$ cat src/rtl/ipif_pkg.sv
// ipif_pkg: shared types and constants for the AXI4-Lite to IPIF bridge.
//   state_t        bridge FSM states
//   OKAY/SLVERR/DECERR  AXI response codes
//   idx_ok()       register-index range check
package ipif_pkg;
    typedef enum logic [2:0] {IDLE, WR_CE, WR_RESP, RD_CE, RD_RESP} state_t;
    localparam logic [1:0] OKAY   = 2'b00;
    localparam logic [1:0] SLVERR = 2'b10;
    localparam logic [1:0] DECERR = 2'b11;
    function automatic logic idx_ok(input logic [31:0] idx, input int n);
        return idx < 32'(n);
    endfunction
endpackage

$ cat src/rtl/ipif_reset_sync.sv
// ipif_reset_sync: reset-release synchroniser for the downstream IPIF reset.
//   clk     in   clock
//   reset   in   asynchronous active-high reset
//   resetn  out  active-low reset; falls with reset, rises on the 2nd clk edge after release
module ipif_reset_sync (
    input  logic clk,
    input  logic reset,
    output logic resetn
);
    logic [1:0] sync_q;
    always_ff @(posedge clk or posedge reset) begin
        if (reset) sync_q <= '0;
        else       sync_q <= {sync_q[0], 1'b1};
    end
    assign resetn = sync_q[1];
endmodule

$ cat src/rtl/ipif_axil_bridge.sv
// ipif_axil_bridge: AXI4-Lite slave that turns single transfers into IPIF chip-enable cycles.
//   clk, reset                 clock, asynchronous active-high reset
//   s_axi_aw*/w*/b*            AXI4-Lite write address, data and response channels
//   s_axi_ar*/r*               AXI4-Lite read address and data channels
//   IPIF_bus2ip_resetn         synchronised active-low reset for the register decoder
//   IPIF_bus2ip_data/be        latched write data and byte enables
//   IPIF_bus2ip_wrce/rdce      one-hot register chip enables
//   IPIF_ip2bus_data/wrack/rdack  read data and acknowledges from the decoder
module ipif_axil_bridge
    import ipif_pkg::*;
#(
    parameter int C_S_AXI_DATA_WIDTH = 32,
    parameter int C_S_AXI_ADDR_WIDTH = 8,
    parameter int N_REG              = 2,
    parameter int TIMEOUT_CYCLES     = 16
) (
    input  logic                            clk,
    input  logic                            reset,
    input  logic [C_S_AXI_ADDR_WIDTH-1:0]   s_axi_awaddr,
    input  logic                            s_axi_awvalid,
    output logic                            s_axi_awready,
    input  logic [C_S_AXI_DATA_WIDTH-1:0]   s_axi_wdata,
    input  logic [C_S_AXI_DATA_WIDTH/8-1:0] s_axi_wstrb,
    input  logic                            s_axi_wvalid,
    output logic                            s_axi_wready,
    output logic [1:0]                      s_axi_bresp,
    output logic                            s_axi_bvalid,
    input  logic                            s_axi_bready,
    input  logic [C_S_AXI_ADDR_WIDTH-1:0]   s_axi_araddr,
    input  logic                            s_axi_arvalid,
    output logic                            s_axi_arready,
    output logic [C_S_AXI_DATA_WIDTH-1:0]   s_axi_rdata,
    output logic [1:0]                      s_axi_rresp,
    output logic                            s_axi_rvalid,
    input  logic                            s_axi_rready,
    output logic                            IPIF_bus2ip_resetn,
    output logic [C_S_AXI_DATA_WIDTH-1:0]   IPIF_bus2ip_data,
    output logic [C_S_AXI_DATA_WIDTH/8-1:0] IPIF_bus2ip_be,
    output logic [N_REG-1:0]                IPIF_bus2ip_wrce,
    output logic [N_REG-1:0]                IPIF_bus2ip_rdce,
    input  logic [C_S_AXI_DATA_WIDTH-1:0]   IPIF_ip2bus_data,
    input  logic                            IPIF_ip2bus_wrack,
    input  logic                            IPIF_ip2bus_rdack
);
    localparam int IDX_W = C_S_AXI_ADDR_WIDTH - 2;
    localparam int CNT_W = $clog2(TIMEOUT_CYCLES) + 1;

    state_t                          state_q, state_d;
    logic [IDX_W-1:0]                idx_q;
    logic [CNT_W-1:0]                cnt_q;
    logic [1:0]                      resp_q;
    logic [C_S_AXI_DATA_WIDTH-1:0]   rdata_q;
    logic [C_S_AXI_DATA_WIDTH-1:0]   data_q;
    logic [C_S_AXI_DATA_WIDTH/8-1:0] be_q;
    logic                            last_rd_q;
    logic [IDX_W-1:0]                wr_idx, rd_idx;
    logic                            wr_ok, rd_ok, pick_wr, wr_acc, rd_acc;
    logic                            in_ce, ce_ack, tmo;
    logic [N_REG-1:0]                ce_vec;
    logic                            unused_addr_lsbs;

    ipif_reset_sync u_reset_sync (
        .clk    (clk),
        .reset  (reset),
        .resetn (IPIF_bus2ip_resetn)
    );

    assign unused_addr_lsbs = ^{s_axi_awaddr[1:0], s_axi_araddr[1:0]};
    assign wr_idx  = s_axi_awaddr[C_S_AXI_ADDR_WIDTH-1:2];
    assign rd_idx  = s_axi_araddr[C_S_AXI_ADDR_WIDTH-1:2];
    assign wr_ok   = idx_ok(32'(wr_idx), N_REG);
    assign rd_ok   = idx_ok(32'(rd_idx), N_REG);
    // On a write/read conflict the grant alternates; last_rd_q resets high so the write goes first.
    assign pick_wr = s_axi_awvalid & s_axi_wvalid & (~s_axi_arvalid | last_rd_q);
    // No address is taken until the downstream decoder is out of reset.
    assign wr_acc  = (state_q == IDLE) & IPIF_bus2ip_resetn & pick_wr;
    assign rd_acc  = (state_q == IDLE) & IPIF_bus2ip_resetn & s_axi_arvalid & ~pick_wr;
    assign in_ce   = (state_q == WR_CE) | (state_q == RD_CE);
    // Acks only count in the matching chip-enable state.
    assign ce_ack  = ((state_q == WR_CE) & IPIF_ip2bus_wrack) | ((state_q == RD_CE) & IPIF_ip2bus_rdack);
    assign tmo     = cnt_q == CNT_W'(TIMEOUT_CYCLES - 1);
    assign ce_vec  = N_REG'(1) << idx_q;

    always_ff @(posedge clk or posedge reset) begin
        if (reset) state_q <= IDLE;
        else       state_q <= state_d;
    end

    always_comb begin
        state_d = state_q;
        case (state_q)
            IDLE:    state_d = wr_acc ? (wr_ok ? WR_CE : WR_RESP) :
                               rd_acc ? (rd_ok ? RD_CE : RD_RESP) : IDLE;
            WR_CE:   state_d = (ce_ack | tmo) ? WR_RESP : WR_CE;
            WR_RESP: state_d = s_axi_bready ? IDLE : WR_RESP;
            RD_CE:   state_d = (ce_ack | tmo) ? RD_RESP : RD_CE;
            RD_RESP: state_d = s_axi_rready ? IDLE : RD_RESP;
            default: state_d = IDLE;
        endcase
    end

    always_comb begin
        s_axi_awready    = wr_acc;
        s_axi_wready     = wr_acc;
        s_axi_arready    = rd_acc;
        s_axi_bvalid     = state_q == WR_RESP;
        s_axi_rvalid     = state_q == RD_RESP;
        s_axi_bresp      = (state_q == WR_RESP) ? resp_q : OKAY;
        s_axi_rresp      = (state_q == RD_RESP) ? resp_q : OKAY;
        s_axi_rdata      = (state_q == RD_RESP) ? rdata_q : '0;
        IPIF_bus2ip_wrce = (state_q == WR_CE) ? ce_vec : '0;
        IPIF_bus2ip_rdce = (state_q == RD_CE) ? ce_vec : '0;
        IPIF_bus2ip_data = data_q;
        IPIF_bus2ip_be   = be_q;
    end

    always_ff @(posedge clk or posedge reset) begin
        if (reset) begin
            idx_q     <= '0;
            cnt_q     <= '0;
            resp_q    <= OKAY;
            rdata_q   <= '0;
            data_q    <= '0;
            be_q      <= '0;
            last_rd_q <= 1'b1;
        end else begin
            cnt_q <= in_ce ? cnt_q + CNT_W'(1) : '0;
            if (wr_acc) begin
                data_q <= s_axi_wdata;
                be_q   <= s_axi_wstrb;
            end
            if (wr_acc | rd_acc) begin
                idx_q     <= wr_acc ? wr_idx : rd_idx;
                resp_q    <= (wr_acc ? wr_ok : rd_ok) ? OKAY : DECERR;
                rdata_q   <= '0;
                last_rd_q <= rd_acc;
            end
            if (in_ce & ~ce_ack & tmo) resp_q <= SLVERR;
            if ((state_q == RD_CE) & IPIF_ip2bus_rdack) rdata_q <= IPIF_ip2bus_data;
        end
    end
endmodule

$ cat config.mk
export PLATFORM = sky130hd
export DESIGN_NAME = ipif_axil_bridge
export DESIGN_NICKNAME = d
export VERILOG_FILES = /design/src/rtl/ipif_pkg.sv /design/src/rtl/ipif_reset_sync.sv /design/src/rtl/ipif_axil_bridge.sv
export SDC_FILE = /design/constraint.sdc
export NUM_CORES = 1
export LEC_CHECK = 0
export ABC_AREA = 0
export CELL_PAD_IN_SITES_DETAIL_PLACEMENT = 0
export CELL_PAD_IN_SITES_GLOBAL_PLACEMENT = 1
export CORE_MARGIN = 2
export CORE_UTILIZATION = 34
export DETAILED_ROUTE_END_ITERATION = 8
export PLACE_DENSITY_LB_ADDON = 0.1
export SETUP_SLACK_MARGIN = 0.4
export SLEW_MARGIN = 40
export SYNTH_ARGS = -nofsm -noshare
export SYNTH_HDL_FRONTEND = slang
export SYNTH_SLANG_ARGS = --single-unit
$ cat constraint.sdc
create_clock -name clk -period 6.9 [get_ports clk]
set_clock_uncertainty 0.05 [all_clocks]
set_input_delay 0.69 -clock clk [delete_from_list [all_inputs] [get_ports clk]]
set_output_delay 0.69 -clock clk [all_outputs]
set_load 0.05 [all_outputs]
# After elaboration in Yosys (flattened, before gate mapping)
# Cells that the tools add are included.
[word_totals]
regBits = 87
inputBits = 93
out_inout_bits = 82
elab_cells = 61
[classes]
addsub = 1
order_cmp = 2
eq_ne = 5
shift = 1
muxes = 22
bitwise = 18
reduce_logical = 3
[ops]
columns = ["cell", "n"]
rows = [
  ["32-bit 2-to-1 mux", 3],
  ["2-bit 2-to-1 mux", 10],
  ["3-bit 2-to-1 mux", 5],
  ["3-bit case mux with 5 select lines", 1],
  ["6-bit by 2-bit < comparator with 1-bit output (second input constant)", 2],
  ["1-bit AND", 10],
  ["3-bit by 2-bit equality test with 1-bit output (second input constant)", 2],
  ["6-bit 2-to-1 mux", 1],
  ["1-bit by 6-bit << shifter with 2-bit output (first input constant)", 1],
  ["5-bit by 1-bit adder with 5-bit output (second input constant)", 1],
  ["5-bit by 4-bit equality test with 1-bit output (second input constant)", 1],
  ["5-bit 2-to-1 mux", 1],
  ["1-bit OR", 5],
  ["2-bit nonzero test", 2],
  ["3-bit by 1-bit equality test with 1-bit output (second input constant)", 1],
  ["3-bit equality test (second input constant)", 1],
  ["3-bit logical NOT", 1],
  ["1-bit inverter", 3],
  ["1-bit 2-to-1 mux", 1],
]

# Longest topological paths before layout
# Gate-level depths: netlist of run 1.
[logic_depth]
ltp_word = 8
mapped_depth = 7
depth_no_buf = 7

# Modules after synthesis
# A second synthesis of run 1 with hierarchy kept.
[hier_totals]
hier_cells = 362
area_unflattened_um2 = 3828.7
[by_module_without_submodules]
columns = ["mod", "n_inst", "cells_each", "area_per_inst_um2", "seq_area_each_um2"]
rows = [
  ["ipif_axil_bridge", 1, 358, 3771.1, 2128.3],
  ["ipif_reset_sync", 1, 4, 57.6, 50.0],
]

# Worst setup path before layout of run 1
# OpenSTA, ideal clock, no wires.
[synth_timing]
kind = "flip-flop to output port"
start = "register state_q[1]"
end = "output port s_axi_bresp[0]"
arrival_time_ns = 2.551
required_ns = 6.160
slack_ns = 3.609
path_stages_with_launch = 4
n_path_buf = 1
path_cell_list = "dfrtp_1 > clkbuf_1 > nor3b_1 > and2_1"
[synth_between]
elab_chain_cells = 2
[synth_lines]
columns = ["element", "line_no", "source"]
rows = [
  ["start: declaration", "ipif_axil_bridge.sv:48", "state_t state_q, state_d;"],
  ["start signal: assignment", "ipif_axil_bridge.sv:86", "else state_q <= state_d;"],
  ["3-bit by 2-bit equality test with 1-bit output", "--", ""],
  ["named net s_axi_bvalid", "ipif_axil_bridge.sv:27", "output logic s_axi_bvalid,"],
  ["2-bit 2-to-1 mux", "ipif_axil_bridge.sv:108", "s_axi_bresp = (state_q == WR_RESP) ? resp_q : OKAY;"],
  ["end: declaration", "ipif_axil_bridge.sv:26", "output logic [1:0] s_axi_bresp,"],
]
# The timed path passes the listed nets, and every way through them passes these cells.

# Worst setup path in the final report of run 1
[layout_timing]
start = "register idx_q[1]"
end = "output port IPIF_bus2ip_rdce[0]"
[layout_between]
elab_chain_cells = 2
[layout_lines]
columns = ["element", "line_no", "source"]
rows = [
  ["start: declaration", "ipif_axil_bridge.sv:49", "logic [IDX_W-1:0] idx_q;"],
  ["start signal: assignment", "ipif_axil_bridge.sv:133", "idx_q <= wr_acc ? wr_idx : rd_idx;"],
  ["1-bit by 6-bit << shifter with 2-bit output", "ipif_axil_bridge.sv:82", "assign ce_vec = N_REG'(1) << idx_q;"],
  ["2-bit 2-to-1 mux", "ipif_axil_bridge.sv:112", "IPIF_bus2ip_rdce = (state_q == RD_CE) ? ce_vec : '0;"],
  ["end: declaration", "ipif_axil_bridge.sv:40", "output logic [N_REG-1:0] IPIF_bus2ip_rdce,"],
]
# No other way between the ends.

==> flow_metrics.py, run 1 <==
metrics = {
    "setup_path": {
        "cp-start-kind": "register",
        "cp_max_fo": 2,
        "critPathArrivalTime_ns": 2.70,
        "path_delay_family": "simple AND/OR/NAND/NOR gates",
        "max_stage_delay_ns": 0.83,
        "cp-end-kind": "output pin",
        "path_cells": "or4_1, or3_1, nor3b_1, clkdlybuf4s50_1",
        "critical_path_required_ns": 6.16,
        "criticalPathCategory": "register to output pin",
        "slowest_stage": "clkdlybuf4s50_1",
        "crit_buf_inv": 1,
    },
    "timing": {
        "grt_setup_unrepaired": "no",
        "setup_violations": 0,
        "finalHoldWorstSlack_ns": 0.3067,
        "fmax_mhz": 290.5,
        "tns_ns": 0,
        "worst_pin_slew_ns": 0.6898,
        "maxSlewViolCount": 0,
        "final-hold-violation-count": 0,
        "fin_crit_sh": 0.4989,
        "slew_headroom": 0.5401,
        "layout_min_cycle_time_ns": 3.442,
    },
    "floorplan": {
        "fp.dieH_um": 109.5,
        "die-area_um2": 11980,
        "core_area_um2": 10840,
        "die-width_um": 109.5,
        "start_util": 0.3489,
        "num_rows": 38,
        "ioPinCount": 175,
    },
    "min_path": {
        "worstHoldPathType": "register to register",
    },
    "logic_synthesis": {
        "ys.flop_type": "dfrtp_1",
        "syn_area_um2": 3782,
        "synth.ff_latch_count": 87,
        "synth_top_cell_by_area": "dfrtp_1",
        "yosys.cell_count.top_type": "dfrtp_1",
        "synth-edff-count": 0,
        "synth.area.top_cells": "dfrtp_1 (57%), mux2_2 (11%), a22o_1 (7.4%)",
        "yosysTopAreaCellShare": 0.5690,
        "ys_seq_area_frac": 0.5759,
        "synth_area_per_cell_um2": 12.91,
        "synth.distinct_cells": 42,
        "synth_cells": 293,
        "yosys-top-cells-count": "dfrtp_1 (86), and2_1 (38), mux2_2 (37)",
        "ys.warnings.count": 0,
        "synthArstFlopShare": 1.000,
        "synth_fp_nets": 388,
    },
    "cts": {
        "clock-sinks": 87,
        "cts_made_buffers": 9,
        "insertion_delay_ns": 0.36,
        "cts_resized": 0,
        "htreeDepth": 3,
        "tritoncts": "built",
        "postCtsHoldBufs": 0,
        "cts_setup_buffers": 0,
        "clk_pin_slew_ns": 0.08,
        "clockBufferDepth": 2,
        "cts_root_buf": "clkbuf_8",
    },
    "grt": {
        "grt_max_degree": 54,
        "first_global_vias": 3024,
        "grt_overflow_total": 0,
        "grt_pass1_wl_um": 14780,
        "antenna_found_initial": 0,
        "gr-usage-all-layers": 0.1604,
    },
    "place": {
        "place_congestion": 0.6966,
        "portBuffers": 170,
        "hpwlAfterDp_um": 6531,
    },
    "final_layout": {
        "area_growth_pct": 52.50,
        "nNetsFinal": 556,
        "diodes": 0,
        "layout-drive-gt1-share": 0.1376,
    },
    "flow_run": {
        "max_cap_viol_count": 0,
    },
    "detailed_routing": {
        "drt-total-wl_um": 9365,
        "wl_per_cell_um": 15.48,
        "drc": 0,
        "antenna_left": 0,
        "vias": 2915,
        "drtIter0Drc": 129,
        "drtPass1Iterations": 4,
        "vias_per_cell": 4.818,
    },
    "power": {
        "leakagePower_nw": 2.423,
        "power.density_nw_per_um2": 331.7,
        "p_total_mw": 1.913,
        "peakVddDrop_v": 0.0002889,
    },
    "outcome": {
        "outcome": "complete, no violations",
    },
}
metal layers:
metal | track usage | up-vias | routed length, um
met3 | 0.07232 | 9 | 1145
li1 | - | 1380 | -
met1 | 0.2047 | 1412 | 3979
met5 | 0 | - | 0
met4 | 0.06510 | 0 | 106
met2 | 0.2368 | 114 | 4134
per-stage QoR:
stage | instance area [um2] | utilization | setup WS (ns) | std cells
2_1_floorplan | 3782 | - | 3.609 | 293
3_3_place_gp | 5557 | 0.5126 | 3.704 | 590
3_5_place_dp | 5557 | 0.5126 | 3.685 | 590
4_1_cts | 5768 | 0.5321 | 3.421 | 605
5_1_grt | 5768 | 0.5321 | 3.336 | 605
6_report | 5768 | 0.5321 | 3.458 | 605
state kept, by name, indices dropped and copies added (netlist names):
signal	count
IPIF_bus2ip_be	4
IPIF_bus2ip_data	32
cnt_q	5
idx_q	6
last_rd_q	1
rdata_q	32
resp_q	2
state_q	3
u_reset_sync.sync_q	2
report_power, final:
part	total [mW]	switching (mW)	internal [mW]
logic	0.832	0.517	0.316
registers	0.690	0.0627	0.627
clock network	0.391	0.180	0.211
total	1.91	0.759	1.15
worst paths after layout:
path / slack [ns] / cells after the start / startpoint / to
max: 3.46 / 4 / idx_q[1] / IPIF_bus2ip_rdce[0]
min in group asynchronous: 0.65 / 2 / reset / IPIF_bus2ip_be[0]
min: 0.31 / 0 / u_reset_sync.sync_q[0] / u_reset_sync.sync_q[1]
min reg2reg: 0.31 / 0 / u_reset_sync.sync_q[0] / u_reset_sync.sync_q[1]
max in group asynchronous: 5.03 / 3 / reset / IPIF_bus2ip_data[31]
max reg2reg: 4.26 / 5 / state_q[1] / resp_q[1]
cell type report:
type                       count  area (um2)
tap                          140       175.2
timing repair buffer         175        1739
fill                        1006        5072
sequential                    87        2178
multi-input combinational    183        1444
inverter                       5       20.02
clock inverter                 4       70.07
clock buffer                  11       141.4
cells in the final DEF, fill, tap and decap left out, drive strengths merged, types with 2 or more instances in the layout:
cell / count
a21oi: 9
mux2: 37
nand2: 4
nor3b: 3
bufinv: 2
clkinv: 3
nor2: 17
mux2i: 7
nor3: 3
clkdlybuf4s50: 170
a22o: 32
or4: 3
o21ai: 3
and3: 3
dfrtp: 86
nand3: 3
buf: 5
ha: 2
clkbuf: 11
nand2b: 3
and2: 38
inv: 4
worst register-to-register path, stage by stage (launching register included):
cell and delay (ns):
dfrtp_1 0.54, nor4b_2 0.45, and3_2 0.34, buf_4 0.49, mux2_2 0.44, o311ai_1 0.23
cells by family after synthesis:
logic type	share of synthesized area
compound gates	0.1072
simple gates	0.1333
fa+ha+maj	0.006615
xor+xnor	0.004632
mux	0.1287
other cells	0.0009914
flops	0.5759
buf+inv	0.04268
(Power assumes the default switching activity.)
==> inputs of run 2 (changes only) <==
- CORE_UTILIZATION: 34 -> 32
- clock period: 6.9 -> 3.3 ns (I/O delays scaled with it)
==> run 2 against run 1 <==
Net effect:
- register-to-register slack worse by 3.4 ns
- via count shrank 0.55%
- utilization is 0.77 points lower
- power grew 120%
- sequential share of layout area decreased by 1.5 points
- clock-buffer cell count down 1
- global-route usage is 0.89 points lower
- non-clock buffer count is 1 higher
- flip-flop and latch count is the same
- final area rose by 4.3%
- worst hold slack got worse by 0.0057 ns
- routed wire length grew 1.5%
- largest cell class unchanged
- largest power group unchanged
==> flow_metrics.py, run 2 (synthesized netlist as in run 1, its figures left out) <==
metrics = {
    "timing": {
        "worst_pin_slew_ns": 0.6399,
        "grt_setup_unrepaired": "no",
        "layout_min_cycle_time_ns": 2.778,
        "fmax_mhz": 360.0,
        "fin_crit_sh": 0.8418,
        "maxSlewViolCount": 0,
        "tns_ns": 0,
        "setup_violations": 0,
        "fin_ws_ns": 0.5220,
        "final-hold-violation-count": 0,
        "slew_headroom": 0.5729,
    },
    "final_layout": {
        "diodes": 0,
        "final_cell_mix": "clkdlybuf4s50_1 (132), dfrtp_1 (86), and2_1 (38), mux2_2 (37), dlymetal6s2s_1 (34)",
        "area_growth_pct": 58.98,
        "layout-drive-gt1-share": 0.1459,
        "layout_commonest_cell": "clkdlybuf4s50_1",
        "nNetsFinal": 557,
    },
    "floorplan": {
        "num_rows": 39,
        "ioPinCount": 175,
        "start_util": 0.3298,
        "die-area_um2": 12710,
        "die-width_um": 112.7,
        "fp.dieH_um": 112.7,
        "core_area_um2": 11470,
    },
    "grt": {
        "gr-usage-all-layers": 0.1515,
        "first_global_vias": 3105,
        "grt_max_degree": 39,
        "grt_overflow_total": 0,
        "grt_pass1_wl_um": 15500,
        "antenna_found_initial": 0,
    },
    "cts": {
        "tritoncts": "built",
        "insertion_delay_ns": 0.32,
        "cts_made_buffers": 9,
        "cts_resized": 2,
        "clk_pin_slew_ns": 0.06,
        "htreeDepth": 3,
        "postCtsHoldBufs": 0,
        "cts_setup_buffers": 0,
        "clockBufferDepth": 2,
        "clock-sinks": 87,
        "cts_root_buf": "clkbuf_16",
    },
    "detailed_routing": {
        "antenna_left": 0,
        "drc": 0,
        "vias_per_cell": 4.760,
        "drtIter0Drc": 101,
        "drtPass1Iterations": 4,
        "drt-total-wl_um": 9508,
        "vias": 2899,
        "wl_per_cell_um": 15.61,
    },
    "flow_run": {
        "max_cap_viol_count": 0,
    },
    "setup_path": {
        "worstReg2RegEnd": "resp_q[1]",
        "criticalPathCategory": "register to output pin",
        "r2r_cells": 4,
        "critical_path_required_ns": 2.92,
        "critPathArrivalTime_ns": 2.40,
        "path_cells": "nor4b_2, nand3_1, inv_1, clkdlybuf4s50_1",
        "crit_buf_inv": 2,
        "cp-end-kind": "output pin",
        "slowest_stage": "clkdlybuf4s50_1",
        "cp-start-kind": "register",
        "crit_cells": 4,
        "r2r_start": "state_q[1]",
        "reg2reg_slack_ns": 0.89,
        "path_delay_family": "buffers and inverters",
        "max_stage_delay_ns": 0.82,
        "cp_max_fo": 13,
        "critPathLaunch": "state_q[1]",
        "crit_end": "s_axi_arready",
    },
    "power": {
        "peakVddDrop_v": 0.0005650,
        "power.density_nw_per_um2": 710.2,
        "leakagePower_nw": 3.131,
    },
    "place": {
        "hpwlAfterDp_um": 6839,
        "dp_slack_ns": 0.5772,
        "portBuffers": 170,
        "place_congestion": 0.7428,
    },
    "outcome": {
        "outcome": "complete, no violations",
    },
    "min_path": {
        "worstHoldPathType": "register to register",
    },
}
-- run 2: cell types whose count changed in the layout (fill, tap and decap cells not counted), sizes merged --
| cell | previous run | this run |
|---|---|---|
| clkbuf | 11 | 10 |
| dlygate4sd2 | 0 | 2 |
| clkinvlp | 0 | 2 |
| clkdlybuf4s50 | 170 | 132 |
| dlymetal6s2s | 0 | 34 |
| clkinv | 3 | 2 |
| buf | 5 | 8 |
-- run 2: area by class of cell --
cell class / count / area, um2
clock buffers: 10 / 229.0
clock inverters: 5 / 83.83
fillers: 1019 / 5454
inverters: 5 / 20.02
multi-input cells: 183 / 1449
flip-flops and latches: 87 / 2178
well taps: 143 / 178.9
repair buffers: 176 / 1874
-- run 2: worst min-delay path by stage --
stage / depth (start not counted) / startpoint / endpoint
2_1_floorplan: 0 / u_reset_sync.sync_q[0] / u_reset_sync.sync_q[1]
3_3_place_gp: 0 / u_reset_sync.sync_q[0] / u_reset_sync.sync_q[1]
3_5_place_dp: 0 / u_reset_sync.sync_q[0] / u_reset_sync.sync_q[1]
4_1_cts: 0 / u_reset_sync.sync_q[0] / u_reset_sync.sync_q[1]
5_1_grt: 0 / u_reset_sync.sync_q[0] / u_reset_sync.sync_q[1]
6_report: 0 / u_reset_sync.sync_q[0] / u_reset_sync.sync_q[1]
-- run 2: metrics by stage --
stage	total power [mW]	std cells	instance area, um2	util	hold WS (ns)
after detailed placement	3.240	594	5618	0.4899	0.2949
after global placement	3.223	594	5618	0.4899	0.2834
after CTS	4.329	609	5928	0.5170	0.3083
final	4.270	609	6013	0.5244	0.3010
after global routing	4.487	609	6013	0.5244	0.3174
after floorplan	2.585	293	3787	-	0.2812
-- run 2: metal layers --
layer	vias to the layer above	routed length (um)	GRT usage
li1	1386	-	-
met3	6	818	0.05838
met5	-	0	0
met4	0	58	0.03415
met2	106	4509	0.2415
met1	1401	4122	0.1971
-- run 2: power breakdown --
group	total (mW)	internal [mW]	switching, mW	leakage, nW
clock	1.06	0.660	0.402	0.145
sequential	1.45	1.31	0.137	1.11
combinational	1.76	0.673	1.08	1.88
total	4.27	2.65	1.62	3.13
